**src/rtl/mem_port_arbiter.sv**
```systemverilog
// Two-master arbiter for the bridge's CPU-side data port. It runs one bus
// transaction at a time: an address phase, an optional read wait, then a one-cycle ack.
module mem_port_arbiter #(
  parameter int RD_LAT     = 0,
  parameter int FIXED_PRIO = 0
) (
  input  logic        clk,
  input  logic        reset,
  input  logic        m0_req,
  input  logic [31:0] m0_addr,
  input  logic [31:0] m0_wdata,
  input  logic [3:0]  m0_byteen,
  output logic        m0_ack,
  output logic [31:0] m0_rdata,
  input  logic        m1_req,
  input  logic [31:0] m1_addr,
  input  logic [31:0] m1_wdata,
  input  logic [3:0]  m1_byteen,
  output logic        m1_ack,
  output logic [31:0] m1_rdata,
  output logic [31:0] bus_addr,
  output logic [31:0] bus_wdata,
  output logic [3:0]  bus_byteen,
  input  logic [31:0] bus_rdata,
  output logic [1:0]  grant,
  output logic        busy
);

  typedef enum logic [1:0] {IDLE, ADDR, WAIT, RESP} state_t;

  localparam logic [2:0] LAT = 3'(RD_LAT);

  state_t      state, state_next;
  logic        owner;
  logic        last_grant;
  logic [2:0]  cnt;
  logic [31:0] addr_lat;
  logic [31:0] wdata_lat;
  logic [3:0]  byteen_lat;
  logic        take;
  logic        win_m1;
  logic        sample;
  logic        is_read;

  assign is_read = (byteen_lat == 4'h0);

  // owner/last_grant encode the master as 0 = m0, 1 = m1
  always_comb begin
    state_next = state;
    take       = 1'b0;
    win_m1     = 1'b0;
    sample     = 1'b0;
    case (state)
      IDLE: begin
        if (m0_req || m1_req) begin
          take       = 1'b1;
          state_next = ADDR;
          if (m0_req && m1_req) win_m1 = (FIXED_PRIO != 0) ? 1'b0 : ~last_grant;
          else                  win_m1 = m1_req;
        end
      end
      ADDR: begin
        if (!is_read || LAT == 3'd0) begin
          sample     = is_read;
          state_next = RESP;
        end else begin
          state_next = WAIT;
        end
      end
      WAIT: begin
        if (cnt == 3'd1) begin
          sample     = 1'b1;
          state_next = RESP;
        end
      end
      RESP:    state_next = IDLE;
      default: state_next = IDLE;
    endcase
  end

  always_ff @(posedge clk or negedge reset) begin
    if (!reset) begin
      state      <= IDLE;
      owner      <= 1'b0;
      last_grant <= 1'b1;
      cnt        <= 3'd0;
      m0_rdata   <= 32'h0;
      m1_rdata   <= 32'h0;
    end else begin
      state <= state_next;
      if (take) begin
        owner      <= win_m1;
        last_grant <= win_m1;
      end
      if (state == ADDR && is_read) cnt <= LAT;
      else if (state == WAIT)       cnt <= cnt - 3'd1;
      if (sample) begin
        if (owner) m1_rdata <= bus_rdata;
        else       m0_rdata <= bus_rdata;
      end
    end
  end

  // Request fields are captured once at arbitration; the bus never sees live master inputs
  always_ff @(posedge clk) begin
    if (take) begin
      addr_lat   <= win_m1 ? m1_addr   : m0_addr;
      wdata_lat  <= win_m1 ? m1_wdata  : m0_wdata;
      byteen_lat <= win_m1 ? m1_byteen : m0_byteen;
    end
  end

  always_comb begin
    bus_addr   = 32'h0;
    bus_wdata  = 32'h0;
    bus_byteen = 4'h0;
    if (state == ADDR || state == WAIT) begin
      bus_addr  = addr_lat;
      bus_wdata = wdata_lat;
    end
    if (state == ADDR) bus_byteen = byteen_lat;
  end

  assign busy   = (state != IDLE);
  assign grant  = busy ? (owner ? 2'b10 : 2'b01) : 2'b00;
  assign m0_ack = (state == RESP) && !owner;
  assign m1_ack = (state == RESP) &&  owner;

endmodule

```
**config.mk**
```make
export PLATFORM = sky130hd
export DESIGN_NAME = mem_port_arbiter
export DESIGN_NICKNAME = d
export VERILOG_FILES = /design/src/rtl/mem_port_arbiter.sv
export SDC_FILE = /design/constraint.sdc
export NUM_CORES = 1
export LEC_CHECK = 0
export CAP_MARGIN = 20
export CORE_ASPECT_RATIO = 1.25
export CORE_UTILIZATION = 35
export DETAILED_ROUTE_END_ITERATION = 6
export PLACE_DENSITY = 0.8
export REMOVE_ABC_BUFFERS = 1
export SLEW_MARGIN = 20
export SYNTH_ARGS = -nofsm -noshare
export SYNTH_HDL_FRONTEND = slang
export SYNTH_SLANG_ARGS = --single-unit
```
**constraint.sdc**
```tcl
create_clock -name clk -period 2.66 [get_ports clk]
set_input_delay 0.266 -clock clk [delete_from_list [all_inputs] [get_ports clk]]
set_output_delay 0.266 -clock clk [all_outputs]
set_load 0.05 [all_outputs]
```
# Word-level counts from Yosys, hierarchy flattened
# Index checks and enable logic that the tools add are counted.
# word_totals
mem_bits_ro	0
word_cells	52
mem_count	0
regBits	139
output_inout_bits	137
ramBits	0
inputBits	172
latchBits	0
# op_classes
magnitude_cmp	0
add_sub_neg	1
n_reduce_logical	14
n_mul	0
eq_ne	6
mux	20
n_div	0
n_bitwise	2
n_shift	0
# op_table
op	n
32-bit 2-to-1 mux	4
2-bit 2-to-1 mux	4
4-bit 2-to-1 mux	2
2-bit one-hot mux with 4 select lines	1
1-bit 2-to-1 mux	6
3-bit 2-to-1 mux	2
2-bit AND reduction	3
2-bit equality test (second input constant)	2
1-bit logical AND	4
4-bit zero test	1
2-bit != test (second input constant)	2
2-bit nonzero test	2
3-bit by 1-bit equality test with 1-bit output (second input constant)	1
3-bit by 1-bit subtractor with 3-bit output (second input constant)	1
2-bit by 1-bit equality test with 1-bit output (second input constant)	1
2-bit zero test	1
1-bit logical OR	2
1-bit NOT	2
1-bit one-hot mux with 2 select lines	1
1-bit zero test	1

# Depth between registers and ports, before layout
# Gate-level depths: netlist (run 1).
# logic_depth
ltp_word	5
depth_mapped	6
mapped_depth_nobuf	5

# Worst setup path after synthesis (run 1)
# No wires, ideal clock.
# synth_timing
path_type	reg2reg
start	register state[0]
end	register addr_lat[0] (enable)
path_stages_with_launch	5
period_less_slack_ns	2.610
path_buffers	0
t_arrival_ns	2.188
path_slack_ns	0.050
setup_time_ns	0.422
required_ns	2.238
cell_sequence	dfrtp_1 inv_1 ha_1 o21ai_0 inv_1
# synth_between
elab_chain_len	2
# synth_rtl
element	line_no	rtl
from (decl)	33	state_t state, state_next;
from (signal assigned)	90	state <= state_next;
2-bit zero test	53	case (state)
1-bit 2-to-1 mux	53	
via take	40	logic take;
to (signal assigned)	107	addr_lat <= win_m1 ? m1_addr : m0_addr;
to (decl)	37	logic [31:0] addr_lat;
# The timed path passes the listed nets, and every way through them passes these cells.
# A chain may end at the register's enable or synchronous reset.

# Worst setup path in the final report (run 1)
# layout_timing
start	register state[0]
end	output port bus_wdata[23]
# layout_between
elab_chain_len	3
elab_cells_between_ends	4
# layout_rtl
element	line_no	rtl
2-bit by 1-bit equality test with 1-bit output or 2-bit equality test (tied branches)	117	if (state == ADDR || state == WAIT) begin
1-bit logical OR *	117	
32-bit 2-to-1 mux *	117	
to (decl)	22	output logic [31:0] bus_wdata,
# Every way passes the cells marked *; elsewhere a longest branch is shown, timed or not.

==> results by group, run 1 <==
Outcome
  – Outcome: completed

Critical path
  – Arrival @ worst endpoint: 2240 ps
  – Slowest-stage cell, CP: buf_4
  – Critical path peak fanout: 51
  – Top cell by count, worst path: buf_4
  – WS Path Type: reg2out
  – Req. time, crit path: 2390 ps
  – Startpoint types: register
  – CP bufs+invs: 4
  – Worst path max stage delay: 390 ps
  – Setup crit end kind: primary output
  – Crit-path cells: inv_1 -> ha_1 -> buf_4 -> buf_4 -> and2_1 -> buf_12
  – Worst R2R Setup Slack: between 400 and 500 ps
  – Crit path max-delay family: buffers and inverters

Routing
  – Antenna-violating nets left: 0
  – Wire per inst: 18.0 um
  – Final wirelength: 17300 um
  – # DRC: 0
  – Via density: 4.63
  – Detailed Route Iter0 Violations: 126
  – Pre-antenna DRT Iters: 4
  – Via count: 4432

Timing
  – Minimum clock period: roughly 2500 ps
  – Achievable Freq: between 300 and 400 MHz
  – Final hold violation count: 0
  – Final Cycle Share: 0.944
  – Final setup viols: 0
  – Worst Skew: 9.46 ps
  – Slew Limit Fails: 0
  – Setup TNS: 0 ps
  – Measured slew at the worst slew-check pin: ~700 ps
  – Unrepaired setup endpoints after global routing: no
  – Rel. slew slack: 0.539

Finish
  – Fin nets: 900
  – Layout Utilization: 0.623
  – Inserted Diodes: 0
  – Fin area: 10900 sq um
  – Area delta synth->final: 74.4%
  – Commonest non-fill, non-tap cells in the layout: clkdlybuf4s50_1, mux2_2, dfrtp_1
  – Post-Layout Cell Count: 958
  – Fraction of layout cells with a size suffix above 1: 0.316
  – Most common cell after layout, fill and taps aside: clkdlybuf4s50_1

Yosys
  – Synthesized instance count: 403
  – Synth area leaders: edfxtp_1, dfrtp_1, mux2_2
  – Number of synthesized flops with an enable pin: 68
  – Synth Register Bits: approximately 140
  – Post-synthesis sequential area ratio: 0.611
  – Synthesized cell area: between 6000 and 7000 sq um
  – Synth top area share: 0.327
  – Predominant post-synthesis flop cell: dfrtp_1
  – Mean post-synth cell area: 15.5 sq um
  – Async SR Flop Fraction: 0.511
  – Post-synth top area cell: edfxtp_1
  – Distinct cells, synth: 31
  – Ys Warns: 0

Floorplan
  – Starting Density: 0.357
  – Row count: 54
  – Die width: roughly 120 um
  – Core Footprint: 17500 sq um
  – Io pins: 309
  – Die ar.: 18400 sq um
  – Chip Height: 151 um

Global routing
  – Largest net degree at the start of global routing: 52
  – Vias in the first global route: 4836
  – First-pass GRT wire length: between 20000 and 30000 um
  – Total grt overflow: 0
  – Initial antenna violation count: 1
  – Overall Global Routing Usage: 0.194

Clock network
  – CTS tree: yes
  – Postcts setup bufs: 0
  – Num CTS Buffers: 17
  – Clk root buf: clkbuf_16
  – H-tree levels: 4
  – CTS sink cnt: 139
  – Clk Latency, worst-skew pair: between 400 and 500 ps
  – Worst-path clk slew: around 60 ps
  – Clock Path Buffers: 2

Pwr
  – Maximum vdd ir drop: 0.906 mV
  – Lkg Pwr: about 4.4 nW
  – Power Dens Cells: approximately 1400 nW/um^2

Min path
  – Min-Delay Path Class: in2async

Place
  – Port Buf Inserts: 308
  – # placed instances: about 930
  – RD Place Congestion: 0.830
  – Final HPWL DP: 13200 um
  – DP Area: a little over 10000 sq um

Flow run
  – Maxcap violations: 0
==> cell type report <==
cell class              count  area [sq um]
flip-flops and latches    139          3820
repair buffers            320          3870
well taps                 224           280
clock buffers              20           447
clock inverters            11           121
fillers                  1247          6600
inverters                   7          26.3
multi-input cells         237          2340
==> synth_stat cells, drive strengths merged (2+ instances only) <==
| cell | n |
|---|---|
| and2 | 69 |
| buf | 6 |
| clkbuf | 14 |
| dfrtp | 70 |
| edfxtp | 68 |
| ha | 6 |
| inv | 7 |
| mux2 | 132 |
| mux2i | 2 |
| nand2 | 7 |
| nor2 | 5 |
==> sequential cells by signal (all words and copies together) (netlist names) <==
name and flops:
byteen_lat 4, state 2, owner 1, m1_rdata 32, wdata_lat 32, addr_lat 32, cnt 3, m0_rdata 32
last_grant 1
==> final timing paths <==
check	cells past startpoint	start	endpoint
worst min-delay path	2	reset	m1_rdata[10]
min in group clk	2	last_grant	last_grant
max in group asynchronous	3	reset	m0_rdata[31]
worst max register to register	6	state[1]	m0_rdata[1]
worst max-delay path	6	state[0]	bus_wdata[23]
worst min register to register	2	last_grant	last_grant
==> metal layers <==
layer	vias up	part of all wire	global-route usage	routed length, um
li1	2077	-	-	-
met5	-	0.00052	0	9
met2	216	0.53	0.334	9070
met1	2111	0.36	0.213	6290
met3	26	0.089	0.0689	1530
met4	2	0.021	0.0877	359
==> metrics by stage <==
stage	hold slack [ps]	setup WS [ps]	power (mW)
4_1_cts	444	131	15.5
3_3_place_gp	338	543	13.0
3_5_place_dp	351	463	13.2
6_report	433	149	15.4
5_1_grt	478	10.8	16.0
2_1_floorplan	-29.6	-1460	8.72
==> power by group <==
group | switching [mW] | internal (mW)
sequential | 0.334 | 3.03
combinational | 5.57 | 4.17
clock | 0.885 | 1.40
==> logic make-up (layout without fill, tap and decap cells) <==
kind of cell,Yosys count,after routing,share of synthesized area
xor gates and xnor gates,2,2,0.00280
adders and majority gates,6,6,0.0120
and+or+nand+nor,90,90,0.0871
DFF,139,139,0.611
AOI/OAI and AO/OA,5,5,0.00781
buffers and inverters,27,358,0.0204
muxes,134,134,0.259
==> repair_timing <==
action,4_1_cts,5_1_grt
hold buffers,1,0
hold endpoints to repair,28,0
resized for setup,0,0
(Power assumes the default switching activity.)
==> run 2, diff against run 1 <==
--- a/config.mk
+++ b/config.mk
@@ -7,6 +7,7 @@
 export LEC_CHECK = 0
 export CAP_MARGIN = 20
 export CORE_ASPECT_RATIO = 1.25
+export CORE_MARGIN = 1.5
 export CORE_UTILIZATION = 35
 export DETAILED_ROUTE_END_ITERATION = 6
 export PLACE_DENSITY = 0.8
==> results by group, run 2 (synthesis gave the netlist of run 1 again) <==
Outcome
  – Outcome: completed

Floorplan
  – Io pins: 309
  – Chip Height: 152 um
  – Starting Density: 0.357
  – Die ar.: 18700 sq um
  – Row count: between 50 and 60
  – Core Footprint: 17500 sq um
  – Die width: ~120 um

Routing
  – Final wirelength: 17000 um
  – Via count: 4508
  – # DRC: 0
  – Detailed Route Iter0 Violations: 186
  – Antenna-violating nets left: 0
  – Via density: 4.71
  – Pre-antenna DRT Iters: 6
  – Wire per inst: 17.8 um

Critical path
  – Crit-path cells: inv_1 -> ha_2 -> buf_4 -> and2_1 -> buf_12
  – Setup crit end kind: primary output
  – Reg2reg start: state[1]
  – WS Path Type: reg2out
  – Worst path max stage delay: 440 ps
  – Req. time, crit path: 2390 ps
  – Crit path max-delay family: buffers and inverters
  – Critical path peak fanout: 64
  – CP bufs+invs: 3
  – Slowest-stage cell, CP: buf_4
  – Arrival @ worst endpoint: 2160 ps
  – CP startpoint: state[1]
  – Startpoint types: register

Clock network
  – Worst-path clk slew: approximately 60 ps
  – Postcts setup bufs: 0
  – Clk root buf: clkbuf_16
  – Post_cts resized: 0
  – CTS sink cnt: 139
  – Num CTS Buffers: 17
  – Clock Path Buffers: 2
  – CTS tree: yes
  – CTS Hold Bufs: 1
  – Clk Latency, worst-skew pair: 420 ps
  – H-tree levels: 4

Pwr
  – Maximum vdd ir drop: roughly 0.73 mV
  – Power Dens Cells: approximately 1400 nW/um^2
  – Lkg Pwr: 4.41 nW

Timing
  – Worst Skew: 9.53 ps
  – Final hold violation count: 0
  – Unrepaired setup endpoints after global routing: no
  – Measured slew at the worst slew-check pin: approximately 700 ps
  – Final Cycle Share: 0.913
  – Achievable Freq: 412 MHz
  – Slew Limit Fails: 0
  – Rel. slew slack: 0.533
  – Final setup viols: 0
  – Final worst slack: approximately 230 ps
  – Minimum clock period: 2430 ps

Finish
  – Filler Cell Count: approximately 1300
  – Fin area: 10900 sq um
  – Commonest non-fill, non-tap cells in the layout: clkdlybuf4s50_1, mux2_2, dfrtp_1
  – Fraction of layout cells with a size suffix above 1: 0.318
  – Fin nets: 897
  – Most common cell after layout, fill and taps aside: clkdlybuf4s50_1
  – Area delta synth->final: 75.1%

Global routing
  – Largest net degree at the start of global routing: 65
  – Total grt overflow: 0
  – First-pass GRT wire length: ~26000 um
  – Vias in the first global route: 4902
  – Initial antenna violation count: 1
  – Overall Global Routing Usage: 0.187

Place
  – Port Buf Inserts: slightly above 300
  – DP Area: 10300 sq um
  – Dpl ws: approximately 370 ps
  – RD Place Congestion: roughly 0.74
  – Final HPWL DP: between 10000 and 15000 um

Flow run
  – Maxcap violations: 0

Min path
  – Min-Delay Path Class: in2async
==> run 2: routing by layer <==
metal	global-route usage	part of all wire	up-vias
li1	-	-	2076
met1	0.201	0.36	2174
met2	0.328	0.52	233
met3	0.0752	0.097	25
met4	0.0626	0.019	0
met5	0	0	-
==> run 2: worst paths after layout <==
check,endpoint,slack [ps],cells after the start
min in group clk,last_grant,460,2
hold / removal,m0_rdata[5],430,2
hold reg to reg,last_grant,460,2
setup reg to reg,m0_rdata[1],370,6
max in group asynchronous,last_grant,1450,3
setup / recovery,bus_addr[6],230,5
==> run 2: cell type report <==
cell class / instances / area, sq um / share of cell area
flip-flops and latches: 139 / 3820 / 0.349
repair buffers: 317 / 3850 / 0.352
clock inverters: 12 / 149 / 0.0136
multi-input cells: 237 / 2340 / 0.214
diodes: 1 / 2.50 / 0.000229
inverters: 7 / 26.3 / 0.00240
clock buffers: 20 / 478 / 0.0437
well taps: 224 / 280 / 0.0256
==> run 2: through the flow <==
stage               utilization  hold WS [ps]  power, mW  setup TNS, ps  cells
finish                    0.625           435       15.6              0    957
global route              0.625           476       16.2              0    957
CTS                       0.625           443       15.7              0    956
detailed placement        0.589           352       13.2              0    923
global placement          0.589           331       13.0              0    923
floorplan                     -         -29.6       8.72        -102860    383
==> run 2: where the power goes <==
group	internal, mW	switching (mW)	total, mW
Combinational	4.16	5.54	9.70
Clock	1.51	0.973	2.49
Sequential	3.03	0.340	3.37
